===== src/rtl/xi_bus_target_if.sv =====
// XiBus target pin bundle: CPU-side multiplexed AD bus plus the local register-port handshake.
// slave = the target decoder, master = the CPU/register-file side driving it.
interface xi_bus_target_if;
  logic        adrcyn;
  logic [31:0] ad_i;
  logic        tm1n_i;
  logic        tm0n_i;
  logic [31:0] ad_o;
  logic        ad_oe;
  logic        rdyn_o;
  logic        err_o;
  logic        loc_req;
  logic        loc_we;
  logic [31:0] loc_addr;
  logic [3:0]  loc_wstrb;
  logic [31:0] loc_wdata;
  logic        loc_ack;
  logic [31:0] loc_rdata;

  modport slave (
    input  adrcyn, ad_i, tm1n_i, tm0n_i, loc_ack, loc_rdata,
    output ad_o, ad_oe, rdyn_o, err_o, loc_req, loc_we, loc_addr, loc_wstrb, loc_wdata
  );

  modport master (
    output adrcyn, ad_i, tm1n_i, tm0n_i, loc_ack, loc_rdata,
    input  ad_o, ad_oe, rdyn_o, err_o, loc_req, loc_we, loc_addr, loc_wstrb, loc_wdata
  );
endinterface


===== src/rtl/xi_bus_target.sv =====
// XiBus target decoder: one transfer at a time, bus phases -> local req/ack -> rdyn/err/read data.
// Define XIBUS_TGT_TIMEOUT_EN to bound the local wait to TIMEOUT cycles (err on expiry).
module xi_bus_target #(
  parameter logic [31:0] BASE    = 32'h0000_0000,
  parameter logic [31:0] MASK    = 32'hFFFF_0000,
  parameter int unsigned TIMEOUT = 255
) (
  input logic            clk,
  input logic            rstn,
  xi_bus_target_if.slave bus
);

  typedef enum logic [1:0] {IDLE, WDATA, LREQ, RESP} state_e;

  typedef struct packed {
    logic       legal;
    logic       we;
    logic [3:0] wstrb;
  } dec_t;

  state_e      state_q, state_d;
  logic [29:0] addr_q, addr_d;
  logic [3:0]  wstrb_q, wstrb_d;
  logic        we_q, we_d;
  logic [31:0] wdata_q, wdata_d;
  logic [31:0] ado_q, ado_d;
  logic        rdyn_q, err_q, oe_q, req_q;
  logic        err_d;
  logic        in_win;
  logic        expired;
  dec_t        dec;

  assign in_win = (({bus.ad_i[31:2], 2'b00} & MASK) == BASE);

  // {tm1n,tm0n,ad[1:0]} -> access type; anything not listed below is illegal
  always_comb begin
    dec = '0;
    case ({bus.tm1n_i, bus.tm0n_i})
      2'b11: dec.legal = (bus.ad_i[1:0] == 2'b00);
      2'b00: begin
        dec.legal = 1'b1;
        dec.we    = 1'b1;
        dec.wstrb = 4'b0001 << bus.ad_i[1:0];
      end
      2'b01: begin
        dec.we = 1'b1;
        case (bus.ad_i[1:0])
          2'b00:   begin dec.legal = 1'b1; dec.wstrb = 4'b1111; end
          2'b01:   begin dec.legal = 1'b1; dec.wstrb = 4'b0011; end
          2'b11:   begin dec.legal = 1'b1; dec.wstrb = 4'b1100; end
          default: dec.legal = 1'b0;
        endcase
      end
      default: dec = '0;
    endcase
  end

`ifdef XIBUS_TGT_TIMEOUT_EN
  localparam int TW = $clog2(TIMEOUT + 1);
  logic [TW-1:0] cnt_q, cnt_d;

  // Counter holds the number of completed LREQ cycles; expiry fires in the TIMEOUT-th one
  assign expired = (cnt_q == TW'(TIMEOUT - 1));
  assign cnt_d   = (state_q == LREQ && state_d == LREQ) ? cnt_q + TW'(1) : '0;

  always_ff @(posedge clk) begin
    if (!rstn) cnt_q <= '0;
    else       cnt_q <= cnt_d;
  end
`else
  logic unused_timeout;
  assign unused_timeout = ^TIMEOUT;
  assign expired        = 1'b0;
`endif

  always_comb begin
    state_d = state_q;
    addr_d  = addr_q;
    wstrb_d = wstrb_q;
    we_d    = we_q;
    wdata_d = wdata_q;
    ado_d   = ado_q;
    err_d   = 1'b0;
    case (state_q)
      IDLE: begin
        if (!bus.adrcyn && in_win) begin
          if (!dec.legal) begin
            state_d = RESP;
            err_d   = 1'b1;
          end else begin
            addr_d  = bus.ad_i[31:2];
            wstrb_d = dec.wstrb;
            we_d    = dec.we;
            state_d = dec.we ? WDATA : LREQ;
          end
        end
      end
      WDATA: begin
        if (bus.adrcyn) begin
          wdata_d = bus.ad_i;
          state_d = LREQ;
        end else if (!in_win) begin
          state_d = IDLE;
        end else if (!dec.legal) begin
          state_d = RESP;
          err_d   = 1'b1;
        end else begin
          // Stretched address phase: the latest address wins; a read needs no data phase
          addr_d  = bus.ad_i[31:2];
          wstrb_d = dec.wstrb;
          we_d    = dec.we;
          if (!dec.we) state_d = LREQ;
        end
      end
      LREQ: begin
        if (bus.loc_ack) begin
          state_d = RESP;
          if (!we_q) ado_d = bus.loc_rdata;
        end else if (expired) begin
          state_d = RESP;
          err_d   = 1'b1;
        end
      end
      RESP:    state_d = IDLE;
      default: state_d = IDLE;
    endcase
  end

  // Bus-facing outputs are registered off the next state so they line up with it
  always_ff @(posedge clk) begin
    if (!rstn) begin
      state_q <= IDLE;
      addr_q  <= '0;
      wstrb_q <= '0;
      we_q    <= 1'b0;
      wdata_q <= '0;
      ado_q   <= '0;
      rdyn_q  <= 1'b1;
      err_q   <= 1'b0;
      oe_q    <= 1'b0;
      req_q   <= 1'b0;
    end else begin
      state_q <= state_d;
      addr_q  <= addr_d;
      wstrb_q <= wstrb_d;
      we_q    <= we_d;
      wdata_q <= wdata_d;
      ado_q   <= ado_d;
      rdyn_q  <= (state_d != RESP);
      err_q   <= (state_d == RESP) && err_d;
      oe_q    <= (state_d == RESP) && !err_d && !we_d;
      req_q   <= (state_d == LREQ);
    end
  end

  assign bus.ad_o      = ado_q;
  assign bus.ad_oe     = oe_q;
  assign bus.rdyn_o    = rdyn_q;
  assign bus.err_o     = err_q;
  assign bus.loc_req   = req_q;
  assign bus.loc_we    = we_q;
  assign bus.loc_addr  = {addr_q, 2'b00};
  assign bus.loc_wstrb = wstrb_q;
  assign bus.loc_wdata = wdata_q;

endmodule

===== src/flat_wrapper.sv =====
// flat-port wrapper written by rule: the top's interface ports become plain ports
module xi_bus_target_flat 
#(
  parameter logic [31:0] BASE    = 32'h0000_0000,
  parameter logic [31:0] MASK    = 32'hFFFF_0000,
  parameter int unsigned TIMEOUT = 255
)
  (clk, rstn, bus_adrcyn, bus_ad_i, bus_tm1n_i, bus_tm0n_i, bus_loc_ack, bus_loc_rdata, bus_ad_o, bus_ad_oe, bus_rdyn_o, bus_err_o, bus_loc_req, bus_loc_we, bus_loc_addr, bus_loc_wstrb, bus_loc_wdata);
  xi_bus_target_if bus_i ();
  input logic clk;
  input logic rstn;
  input wire logic [$bits(bus_i.adrcyn)-1:0] bus_adrcyn;
  input wire logic [$bits(bus_i.ad_i)-1:0] bus_ad_i;
  input wire logic [$bits(bus_i.tm1n_i)-1:0] bus_tm1n_i;
  input wire logic [$bits(bus_i.tm0n_i)-1:0] bus_tm0n_i;
  input wire logic [$bits(bus_i.loc_ack)-1:0] bus_loc_ack;
  input wire logic [$bits(bus_i.loc_rdata)-1:0] bus_loc_rdata;
  output wire logic [$bits(bus_i.ad_o)-1:0] bus_ad_o;
  output wire logic [$bits(bus_i.ad_oe)-1:0] bus_ad_oe;
  output wire logic [$bits(bus_i.rdyn_o)-1:0] bus_rdyn_o;
  output wire logic [$bits(bus_i.err_o)-1:0] bus_err_o;
  output wire logic [$bits(bus_i.loc_req)-1:0] bus_loc_req;
  output wire logic [$bits(bus_i.loc_we)-1:0] bus_loc_we;
  output wire logic [$bits(bus_i.loc_addr)-1:0] bus_loc_addr;
  output wire logic [$bits(bus_i.loc_wstrb)-1:0] bus_loc_wstrb;
  output wire logic [$bits(bus_i.loc_wdata)-1:0] bus_loc_wdata;
  assign bus_i.adrcyn = bus_adrcyn;
  assign bus_i.ad_i = bus_ad_i;
  assign bus_i.tm1n_i = bus_tm1n_i;
  assign bus_i.tm0n_i = bus_tm0n_i;
  assign bus_i.loc_ack = bus_loc_ack;
  assign bus_i.loc_rdata = bus_loc_rdata;
  assign bus_ad_o = bus_i.ad_o;
  assign bus_ad_oe = bus_i.ad_oe;
  assign bus_rdyn_o = bus_i.rdyn_o;
  assign bus_err_o = bus_i.err_o;
  assign bus_loc_req = bus_i.loc_req;
  assign bus_loc_we = bus_i.loc_we;
  assign bus_loc_addr = bus_i.loc_addr;
  assign bus_loc_wstrb = bus_i.loc_wstrb;
  assign bus_loc_wdata = bus_i.loc_wdata;
  xi_bus_target #(.BASE(BASE), .MASK(MASK), .TIMEOUT(TIMEOUT)) u_core (.clk(clk), .rstn(rstn), .bus(bus_i));
endmodule

===== config.mk =====
export PLATFORM = sky130hd
export DESIGN_NAME = xi_bus_target_flat
export DESIGN_NICKNAME = d
export VERILOG_FILES = /design/src/rtl/xi_bus_target_if.sv /design/src/rtl/xi_bus_target.sv /design/src/flat_wrapper.sv
export SDC_FILE = /design/constraint.sdc
export NUM_CORES = 1
export LEC_CHECK = 0
export ABC_AREA = 1
export BUFFER_PORTS_ARGS = -buffer_cell sky130_fd_sc_hd__buf_4
export CAP_MARGIN = 20
export CORE_UTILIZATION = 35
export CTS_BUF_LIST = sky130_fd_sc_hd__clkbuf_2
export CTS_CLUSTER_SIZE = 25
export DETAILED_ROUTE_END_ITERATION = 8
export PLACE_DENSITY_LB_ADDON = 0.15
export REMOVE_ABC_BUFFERS = 1
export SLEW_MARGIN = 10
export SYNTH_ARGS = -nofsm -noshare
export SYNTH_HDL_FRONTEND = slang
export SYNTH_SLANG_ARGS = --single-unit

===== constraint.sdc =====
create_clock -name clk -period 2.9 [get_ports clk]
set_clock_uncertainty 0.05 [all_clocks]
set_input_delay 0.58 -clock clk [delete_from_list [all_inputs] [get_ports clk]]
set_output_delay 0.58 -clock clk [all_outputs]
set_load 0.01 [all_outputs]

==> After elaboration in Yosys (flattened, before gate mapping) <==
Index checks and enable logic that the tools add are counted.
{ "op_classes": {"add_sub_neg": 0, "n_mul": 0, "n_div": 0, "order_cmp": 0, "eq_ne": 13, "n_shift": 1, "mux": 33, "n_bitwise": 1, "n_reduce_logical": 16} }
{ "op_table": {"columns": ["cell", "count"], "rows": [
  ["$mux W30", 4],
  ["$pmux W30 S2", 1],
  ["$logic_not A32 Y1", 1],
  ["$mux W2", 8],
  ["$mux W4", 4],
  ["$eq A2 B2 Y1 const B", 6],
  ["$pmux W4 S3", 1],
  ["$pmux W5 S2", 1],
  ["$mux W1", 9],
  ["$pmux W2 S4", 1],
  ["$pmux W4 S2", 1],
  ["$eq A2 B1 Y1 const B", 3],
  ["$logic_not A2 Y1", 3],
  ["$logic_and A1 B1 Y1", 4],
  ["$ne A2 B1 Y1 const B", 2],
  ["$ne A2 B2 Y1 const B", 2],
  ["$pmux W1 S2", 2],
  ["$reduce_and A4 Y1", 1],
  ["$shl A1 B2 Y4 const A", 1],
  ["$logic_not A1 Y1", 3],
  ["$pmux W1 S3", 1],
  ["$reduce_and A3 Y1", 1],
  ["$reduce_or A3 Y1", 1],
  ["$reduce_and A2 Y1", 1],
  ["2 further kinds", 2]
]} }
{ "word_totals": {"reg_bits": 105, "latchBits": 0, "ram_bits": 0, "rom_bits": 0, "output_inout_bits": 105, "wordCells": 74, "n_memories": 0} }

==> Depth between registers and ports, before layout <==
{ "logic_depth": {"depth_word": 11, "ltp_mapped": 11, "ltp_nobuf": 10} }

==> Least setup slack after synthesis <==
OpenSTA, ideal clock, no wires.
{ "synth_path": {"path_kind": "in2reg", "from": "input port bus_ad_i[0]", "to": "register u_core.addr_q[10]", "setup_ns": 0.113, "t_arrival_ns": 1.632, "required_time_ns": 2.737, "setup_slack_ns": 1.105, "path_stages": 9, "n_path_buf": 1, "path_cell_list": "inv_1 -> ha_1 -> a21oi_1 -> nor2_1 -> inv_2 -> nand2_4 -> buf_2 -> o21ai_1 -> nor2_1"} }
{ "synth_via": {"elab_chain_cells": 8, "elab_cells_between_ends": 11} }
{ "synth_lines": {"columns": ["element", "line_no", "text"], "rows": [
  ["start: declaration", "flat_wrapper.sv:13", "input wire logic [$bits(bus_i.ad_i)-1:0] bus_ad_i;"],
  ["$eq A2 B1 Y1, or another cell as far along", "xi_bus_target.sv:47", "case (bus.ad_i[1:0])"],
  ["$reduce_or A3 Y1 (no line)", null, null],
  ["$mux W1", "xi_bus_target.sv:47", null],
  ["$pmux W1 S3 (*)", "xi_bus_target.sv:38", "case ({bus.tm1n_i, bus.tm0n_i})"],
  ["$mux W30 (*)", null, null],
  ["$mux W30 (2 in a row)", null, null],
  ["$pmux W30 S2 (*)", null, null],
  ["end signal: assignment", "xi_bus_target.sv:144", "addr_q <= addr_d;"],
  ["end: declaration", "xi_bus_target.sv:22", "logic [29:0] addr_q, addr_d;"]
]} }
Every way passes the cells marked *; elsewhere a longest branch is shown, timed or not. The select of a mux whose other input is x is not followed.
A chain may end at the register's enable or synchronous reset.

==> Final worst setup path <==
{ "layout_path": {"from": "register u_core.we_q, in the netlist u_core.bus.loc_we", "to": "output port bus_loc_we"} }
{ "layout_rtl": {"columns": ["element", "line_no", "text"], "rows": [
  ["start: declaration", "xi_bus_target.sv:24", "logic we_q, we_d;"],
  ["start signal: assignment", "xi_bus_target.sv:146", "we_q <= we_d;"],
  ["end: declaration", "flat_wrapper.sv:23", "output wire logic [$bits(bus_i.loc_we)-1:0] bus_loc_we;"]
]} }
No word-level cell between the ends.

==> flow_metrics.env <==
export IMPL_area_growth_pct=38.46
export IMPL_min_period_ns=1.766
export IMPL_path_buf_inv=1
export IMPL_die_h_um=105.9
export IMPL_worst_pin_slew_ns=0.6077
export IMPL_gr_total_overflow=0
export IMPL_r2r_start="u_core.state_q[1]"
export IMPL_grt_pass1_wl_um=15730
export IMPL_cts_root_buf="clkbuf_2"
export IMPL_min_path_type="input pin to register"
export IMPL_ys_ff_latch=105
export IMPL_grt_pass1_vias=3302
export IMPL_final_util=0.5021
export IMPL_final_setup_tns_ns=0
export IMPL_synth_cell_types=21
export IMPL_synth_compound_area_frac=0.1179
export IMPL_drive_gt1_frac=0.3108
export IMPL_numCtsBuffers=9
export IMPL_cts_resized=0
export IMPL_synth_area_um2=3777
export IMPL_crit_chain="buf_4"
export IMPL_antenna_left=0
export IMPL_synth_simple_area_share=0.2517
export IMPL_tritoncts="done"
export IMPL_clock_sinks=105
export IMPL_setup_violations=0
export IMPL_critPathArrivalTime_ns=1.14
export IMPL_fin_nets=720
export IMPL_startpoint="u_core.bus.loc_we"
export IMPL_critPathKind="register to output pin"
export IMPL_cap_violations=0
export IMPL_slew_headroom=0.5943
export IMPL_drtIter0Drc=163
export IMPL_max_freq_mhz=566.2
export IMPL_power_density_nw_per_um2=436.7
export IMPL_status="finished, final reports clean"
export IMPL_postSynthCellCount=487
export IMPL_rsz0062_at_grt="no"
export IMPL_vias=3532
export IMPL_fp_dieW_um=105.9
export IMPL_final_cell_count_no_fill=786
export IMPL_hold_path_startpoint="bus_loc_rdata[21]"
export IMPL_drcViolationCount=0
export IMPL_cts_hold_buffers_added=0
export IMPL_gp_congestion=0.7307
export IMPL_yosysWarningCount=0
export IMPL_hold_viol=0
export IMPL_antenna_found_initial=0
export IMPL_synth_top_family_by_area="simple AND/OR/NAND/NOR gates"
export IMPL_clkTransAtPathRegs_ns=0.27
export IMPL_synthAdderAreaFrac=0.01656
export IMPL_max_stage_delay_ns=0.43
export IMPL_place_inst=770
export IMPL_antennaDiodeCount=0
export IMPL_peakVddDrop_uv=205.1
export IMPL_end_kind="output pin"
export IMPL_start_util=0.3626
export IMPL_die_area_um2=11210
export IMPL_dp_hpwl_um=6740
export IMPL_routed_wl_um=9665
export IMPL_io_buffers=172
export IMPL_firstDrtPassIters=4
export IMPL_core_um2=10420
export IMPL_critPathSlowestCell="dfxtp_1"
export IMPL_cts_buffer_depth=2
export IMPL_p_leak_uw=0.002468
export IMPL_grt_max_degree=45
export IMPL_wire_per_inst_um=12.30
export IMPL_n_fill_cell=1062
export IMPL_synth_xor_area_frac=0
export IMPL_timing_hold_ws_ns=0.1610
export IMPL_htreeDepth=3
export IMPL_start_kind="register"
export IMPL_row_count=37
export IMPL_synth_mux_area_frac=0
export IMPL_boundaryPins=175
export IMPL_via_per_inst=4.494
export IMPL_syn_mean_instance_area_um2=7.756
export IMPL_timing_final_crit_share=0.6090
export IMPL_post_cts_setup_buffers=0
export IMPL_clk_latency_ns=0.56
export IMPL_ys_seq_area_frac=0.5565
export IMPL_critical_path_max_fanout=3
export IMPL_crit_family="flip-flops"
export IMPL_cp_required_ns=2.27
export IMPL_grtUsageTotal=0.1769
export IMPL_slew_viol_final=0
==> worst reg2reg max path, stage by stage (launching register included) <==
cell     delay (ns)
dfxtp_1        0.41
inv_2          0.09
nand3_1        0.09
inv_2          0.47
nor2_1         0.09
nand2_1        0.10
inv_2          0.03
nand2_1        0.07
nand3_1        0.11
nor2_1         0.10
==> flip-flops by register name, indices dropped and copies added (netlist names) <==
signal                count
u_core.addr_q            30
u_core.bus.rdyn_o         1
u_core.bus.loc_req        1
u_core.state_q            2
u_core.bus.loc_we         1
u_core.bus.err_o          1
u_core.bus.ad_oe          1
u_core.bus.loc_wdata     32
u_core.bus.loc_wstrb      4
u_core.bus.ad_o          32
==> cell usage after synthesis, drive strengths merged <==
cell type    n  area (um2)
a21oi        5       25.02
buf         13       91.33
clkbuf      16       60.06
clkinv       1       8.760
conb         1       3.750
dfxtp      105        2102
ha           5       62.56
inv         14       52.55
nand2       38       150.1
nand3        7       35.03
nand3b       1       11.26
nor2       197       754.5
o21ai       84       420.4
==> metrics by stage <==
stage | setup slack, ns | instance area, um2 | power [uW]
4_1_cts | 1.065 | 5230 | 2316
3_5_place_dp | 0.6343 | 5114 | 1611
2_1_floorplan | 0.7843 | 3630 | 1510
6_report | 1.134 | 5230 | 2284
3_3_place_gp | 0.7134 | 5114 | 1609
5_1_grt | 1.027 | 5230 | 2401
==> cell usage in the layout, fill, tap and decap left out, drive strengths merged, types with 5 or more instances in the layout <==
cell / synthesis / routed
nand2: 38 / 38
o21ai: 84 / 84
inv: 14 / 16
ha: 5 / 5
dfxtp: 105 / 105
nand3: 7 / 7
a21oi: 5 / 5
clkbuf: 16 / 10
nor2: 197 / 197
buf: 13 / 175
==> final timing paths <==
path                         endpoint  slack (ns)  depth (start not counted)
hold reg to reg     u_core.addr_q[25]        0.41                          2
setup / recovery           bus_loc_we        1.13                          1
setup reg to reg     u_core.bus.err_o        1.28                          9
hold / removal    u_core.bus.ad_o[21]        0.16                          3
==> where the power goes <==
part           total [uW]  internal (uW)  switching [uW]
clock network         699            206             493
logic                 136           74.6            61.6
registers            1450           1450         0.00513
total                2280           1730             555
==> layout make-up <==
cell class,count,area (um2),share of cell area
Sequential cell,105,2102,0.4019
Multi-Input combinational cell,339,1466,0.2804
Timing Repair Buffer,175,1314,0.2512
Tap cell,136,170.2,0.03254
Clock inverter,6,66.31,0.01268
Inverter,15,61.31,0.01172
Clock buffer,10,50.05,0.009569
==> logic make-up (layout without fill, tap and decap cells) <==
family	count (synthesis)	after routing
AOI/OAI and AO/OA	89	89
adders and majority gates	5	5
buffers and inverters	44	206
DFF	105	105
other	1	2
and+or+nand+nor	243	243
==> layer usage <==
metal | global-route usage | part of all wire | vias to the layer above
met3 | 0.05071 | 0.081 | 13
met2 | 0.2843 | 0.45 | 122
met5 | 0 | 0 | -
met1 | 0.2187 | 0.46 | 1546
li1 | - | - | 1851
met4 | 0.08036 | 0.017 | 0
(Power assumes the default switching activity.)
